<file path="config.mk">
export PLATFORM = sky130hd
export DESIGN_NAME = display_scan_driver
export DESIGN_NICKNAME = d
export VERILOG_FILES = /design/src/rtl/display_scan_driver.sv
export SDC_FILE = /design/constraint.sdc
export NUM_CORES = 1
export LEC_CHECK = 0
export BUFFER_PORTS_ARGS = -buffer_cell sky130_fd_sc_hd__buf_2
export CAP_MARGIN = 20
export CORE_MARGIN = 4
export CORE_UTILIZATION = 40
export CTS_CLUSTER_SIZE = 14
export DETAILED_ROUTE_END_ITERATION = 8
export PLACE_DENSITY = 0.57
export SYNTH_ARGS = -nofsm -noshare
export SYNTH_HDL_FRONTEND = slang
export SYNTH_SLANG_ARGS = --single-unit
</file>
<file path="constraint.sdc">
create_clock -name clk -period 2.69 [get_ports clk]
set_input_delay 0 -clock clk [delete_from_list [all_inputs] [get_ports clk]]
set_output_delay 0 -clock clk [all_outputs]
set_load 0.01 [all_outputs]
</file>
<file path="src/rtl/display_scan_driver.sv">
// Multiplexed 4-digit 7-segment scan driver for an HH:MM clock display.
// Adds anti-ghosting blanking, edit-digit blinking, colon control and a beeping buzzer.
module display_scan_driver #(
    parameter int SCAN_DIV     = 4,
    parameter int BLINK_FRAMES = 64
) (
    input  logic       clk,
    input  logic       rst,
    input  logic [1:0] tens_hours,
    input  logic [3:0] units_hours,
    input  logic [2:0] tens_minutes,
    input  logic [3:0] units_minutes,
    input  logic       setting_mode_en,
    input  logic       alarm_mode_en,
    input  logic [1:0] setting_digit,
    input  logic       alarm_sound,
    output logic [6:0] seg_n,
    output logic [3:0] an_n,
    output logic       dp_n,
    output logic       buzzer
);

    localparam int CW = $clog2(SCAN_DIV);
    localparam int FW = (BLINK_FRAMES > 1) ? $clog2(BLINK_FRAMES) : 1;

    logic [CW-1:0]   r_cnt;
    logic [1:0]      r_idx;
    logic [FW-1:0]   r_frame;
    logic            r_blink;
    logic [3:0][3:0] r_shadow;

    logic       w_slot_end;
    logic       w_frame_end;
    logic       w_frame_wrap;
    logic       w_mode;
    logic       w_blank;
    logic       w_dp_slot;
    logic [3:0] w_digit;
    logic [6:0] w_seg;
    logic [3:0] w_an;
    logic       w_dp;
    logic       w_buzz;

    function automatic logic [6:0] seg_decode(input logic [3:0] d);
        case (d)
            4'd0:    seg_decode = 7'h40;
            4'd1:    seg_decode = 7'h79;
            4'd2:    seg_decode = 7'h24;
            4'd3:    seg_decode = 7'h30;
            4'd4:    seg_decode = 7'h19;
            4'd5:    seg_decode = 7'h12;
            4'd6:    seg_decode = 7'h02;
            4'd7:    seg_decode = 7'h78;
            4'd8:    seg_decode = 7'h00;
            4'd9:    seg_decode = 7'h10;
            default: seg_decode = 7'h3F;
        endcase
    endfunction

    assign w_slot_end   = (r_cnt == CW'(SCAN_DIV - 1));
    assign w_frame_end  = w_slot_end && (r_idx == 2'd3);
    assign w_frame_wrap = (r_frame == FW'(BLINK_FRAMES - 1));
    assign w_mode       = setting_mode_en | alarm_mode_en;

    // First cycle of each slot is dark so the previous digit cannot ghost into the next anode.
    assign w_blank   = (r_cnt == '0) || (w_mode && r_blink && (r_idx == setting_digit));
    assign w_dp_slot = (r_idx == 2'd1) && (r_cnt != '0);
    assign w_digit   = r_shadow[r_idx];

    always_comb begin
        w_an = 4'b1111;
        case (r_idx)
            2'd0: w_an = 4'b0111;
            2'd1: w_an = 4'b1011;
            2'd2: w_an = 4'b1101;
            2'd3: w_an = 4'b1110;
            default: w_an = 4'b1111;
        endcase
        w_seg = seg_decode(w_digit);
        if (w_blank) begin
            w_an  = 4'b1111;
            w_seg = 7'h7F;
        end
    end

    // Colon stays lit during editing, even while the edited digit is blinked off.
    assign w_dp   = w_dp_slot ? (w_mode ? 1'b0 : r_blink) : 1'b1;
    assign w_buzz = alarm_sound & ~r_blink & ~w_mode;

    always_ff @(posedge clk) begin
        if (rst) begin
            r_cnt    <= '0;
            r_idx    <= 2'd0;
            r_frame  <= '0;
            r_blink  <= 1'b0;
            r_shadow <= '0;
            an_n     <= 4'b1111;
            seg_n    <= 7'h7F;
            dp_n     <= 1'b1;
            buzzer   <= 1'b0;
        end else begin
            r_cnt <= w_slot_end ? '0 : r_cnt + 1'b1;
            if (w_slot_end)
                r_idx <= r_idx + 2'd1;
            if (w_frame_end) begin
                r_shadow[0] <= {2'b00, tens_hours};
                r_shadow[1] <= units_hours;
                r_shadow[2] <= {1'b0, tens_minutes};
                r_shadow[3] <= units_minutes;
                if (w_frame_wrap) begin
                    r_frame <= '0;
                    r_blink <= ~r_blink;
                end else begin
                    r_frame <= r_frame + 1'b1;
                end
            end
            an_n   <= w_an;
            seg_n  <= w_seg;
            dp_n   <= w_dp;
            buzzer <= w_buzz;
        end
    end

endmodule
</file>
==> results.md <==
- Status: complete, no violations
- # DRC: 0
- WL/cell: 11.7 µm
- Kind of cell adding the most delay to the critical path: multiplexers
- Antenna violations before repair: 0
- Largest cells by area after synthesis: dfxtp_1, ha_1, nand2_1, a21oi_1, mux4_2
- Placed insts: 255
- Peak supply drop: 0.000217 V
- Seq cells post-synth: 37
- Clk_skew: 0.00743 ns
- Commonest non-fill, non-tap cell in the layout: nand2_1
- Async set-reset flop share out of synthesis: 0
- Post-synth top area share: 0.452
- First-pass GRT wire length: 5510 µm
- Leading area contributor after synthesis: dfxtp_1
- Cells after synthesis: 180
- CTS max path bufs: 2
- Chip height: 72.0 µm
- Die Wd: 72.0 µm
- Worst R2R Setup Slack: 0.55 ns
- Routed vias/inst: 4.78
- Period utilisation layout: 0.795
- Initial Utilization: 0.413
- Synth Warn #: 0
- CP Cell Sequence: mux4_2, inv_1, ha_1, and3_1, o31ai_1
- Net count after synthesis: 214
- Top Ports: 33
- DIE AREA: 0.00519 mm²
- Critical Path Max Stage Delay: 0.66 ns
- Setup Fix Bufs, Post-CTS: 0
- CP startpoint: r_idx[0]
- Detailed Routing Iterations Pass 1: 4
- Clock Sinks: 37
- Port buffer count: 32
- Worst-Skew Late Latency: 0.28 ns
- Reg-to-reg endpoint: seg_n[3]
- Layout cells sized above 1: 0.203
- HPWL Detailed: 2380 µm
- Maxcap violations: 0
- Endpoint type of the worst setup path: register
- Fin Hold WS: 0.0221 ns
- Root buf cell: clkbuf_8
- GRT Total Usage: 0.134
- Routed WL: 3240 µm
- Hold bufs inserted after CTS: 14
- Total power: 1.03 mW
- Post-route minimum period: 2.14 ns
- Worst setup path end: seg_n[3]
- Crit Path Category: reg2reg
- Synth-to-layout area growth: 25.0%
- P per Cell Area: 503 mW/mm²
- CP bufs+invs: 1
- Rows: 23
- CP arrival: 2.33 ns
- Average size of a mapped cell: 9.11 µm²
- Library cells used by synthesis: 31
- Core area: 0.00397 mm²
- Hold WC Path Type: in2reg
- GPL Wtd Cong: 0.800
- Fmax: 0.468 GHz
- EDFF count, synth: 0
- Final std cells w/o fill: 277
- Slew Limit Fails: 0
- Critical R2R Launch: r_idx[0]
- Clock slew at reported path FFs: 0.07 ns
- CP required: 2.88 ns
- CTS tree: built
- Worst Reg2Reg Path Length in Cells: 5
- ANT cells: 0
- Syn Std Cell Area: 0.00164 mm²
- CP max stage cell: mux4_2
- CTS Buf Count: 5
- Max FO, Critical Path: 11
- H-tree depth: 2
- Top FF cell, synth: dfxtp_1
- Setup TNS: 0 ns
- Antenna viol nets, final: 0
- Total grt overflow: 0
- RSZ-0062 raised after global routing: false
- Iter 0 DRT Violations: 65
- Final Hold Viols: 0
- Most frequent cells in the layout: nand2_1, dfxtp_1, buf_2
- Nets: 260
- Leak Pwr: 0.826 nW
- Vias in the first global route: 1,287
- Crit path depth: 5
- Least-Margin Pin Slew: 0.497 ns
- Sequential area share after synthesis: 0.452
- Resized cells post-CTS: 0
- Worst setup SP type: register
- Via Count: 1,323
- Final setup viols: 0
- Largest net degree at the start of global routing: 25
- Worst relative slew slack: 0.668
## metal layers
metal  share of wire  vias to the layer above  track usage
met5               0                        -            0
met2            0.47                       35        0.232
met3           0.065                        2       0.0457
li1                -                      687            -
met1            0.45                      599        0.157
met4          0.0053                        0       0.0376
## per-stage QoR
stage               instance area, µm²  utilization  worst slack (ns)
floorplan                         1640            -             0.834
global placement                  1830        0.461             0.648
detailed placement                1830        0.461             0.555
CTS                               2050        0.516             0.534
global route                      2050        0.516             0.404
finish                            2050        0.516             0.552
## worst min-delay path: stages
cell and delay [ns]:
buf_2 0.08, nor2_1 0.05, nand2_1 0.06, nand3_1 0.06
## where the power goes
group	switching [mW]	internal, mW
Clock	0.176	0.184
Combinational	0.0430	0.0496
Sequential	0.0103	0.567
Total	0.230	0.800
## final cells by class
cell class                      instances  area (µm²)
Fill cell                             390        1920
Multi-Input combinational cell        128         828
Sequential cell                        37         741
Timing Repair Buffer                   48         315
Clock buffer                            8        80.1
Tap cell                               50        62.6
Inverter                                6        22.5
## registers in the layout, indices dropped and copies added (netlist names)
signal,cells
r_shadow,13
seg_n,7
r_frame,6
an_n,4
r_cnt,2
r_idx,2
buzzer,1
dp_n,1
r_blink,1
## worst min-delay path by stage
stage,to,depth (start not counted),slack (ns),start
2_1_floorplan,r_cnt[1],1,0.08,rst
3_3_place_gp,buzzer,2,0.23,alarm_sound
3_5_place_dp,buzzer,2,0.23,alarm_sound
4_1_cts,dp_n,4,0.02,setting_mode_en
5_1_grt,dp_n,4,0.05,setting_mode_en
6_report,dp_n,4,0.02,setting_mode_en
## logic make-up (layout without fill, tap and decap cells)
logic type / count (synthesis) / count (layout) / share of synthesized area
compound gates: 28 / 28 / 0.105
xor+xnor: 9 / 9 / 0.0481
fa+ha+maj: 14 / 14 / 0.107
buf+inv: 15 / 62 / 0.0427
flops: 37 / 37 / 0.452
mux: 5 / 5 / 0.0489
simple gates: 72 / 72 / 0.197
## cell usage after synthesis, drive strengths merged, types with 2 or more instances
master / count
nand2: 38
dfxtp: 37
a21oi: 18
ha: 14
nor2: 12
nor3: 7
and3: 6
inv: 6
clkbuf: 5
xor2: 5
buf: 4
o31ai: 4
xnor2: 4
o21ai: 3
mux2i: 2
mux4: 2
nand3: 2
nand4: 2
No activity file was read; power rests on OpenSTA's default activity.
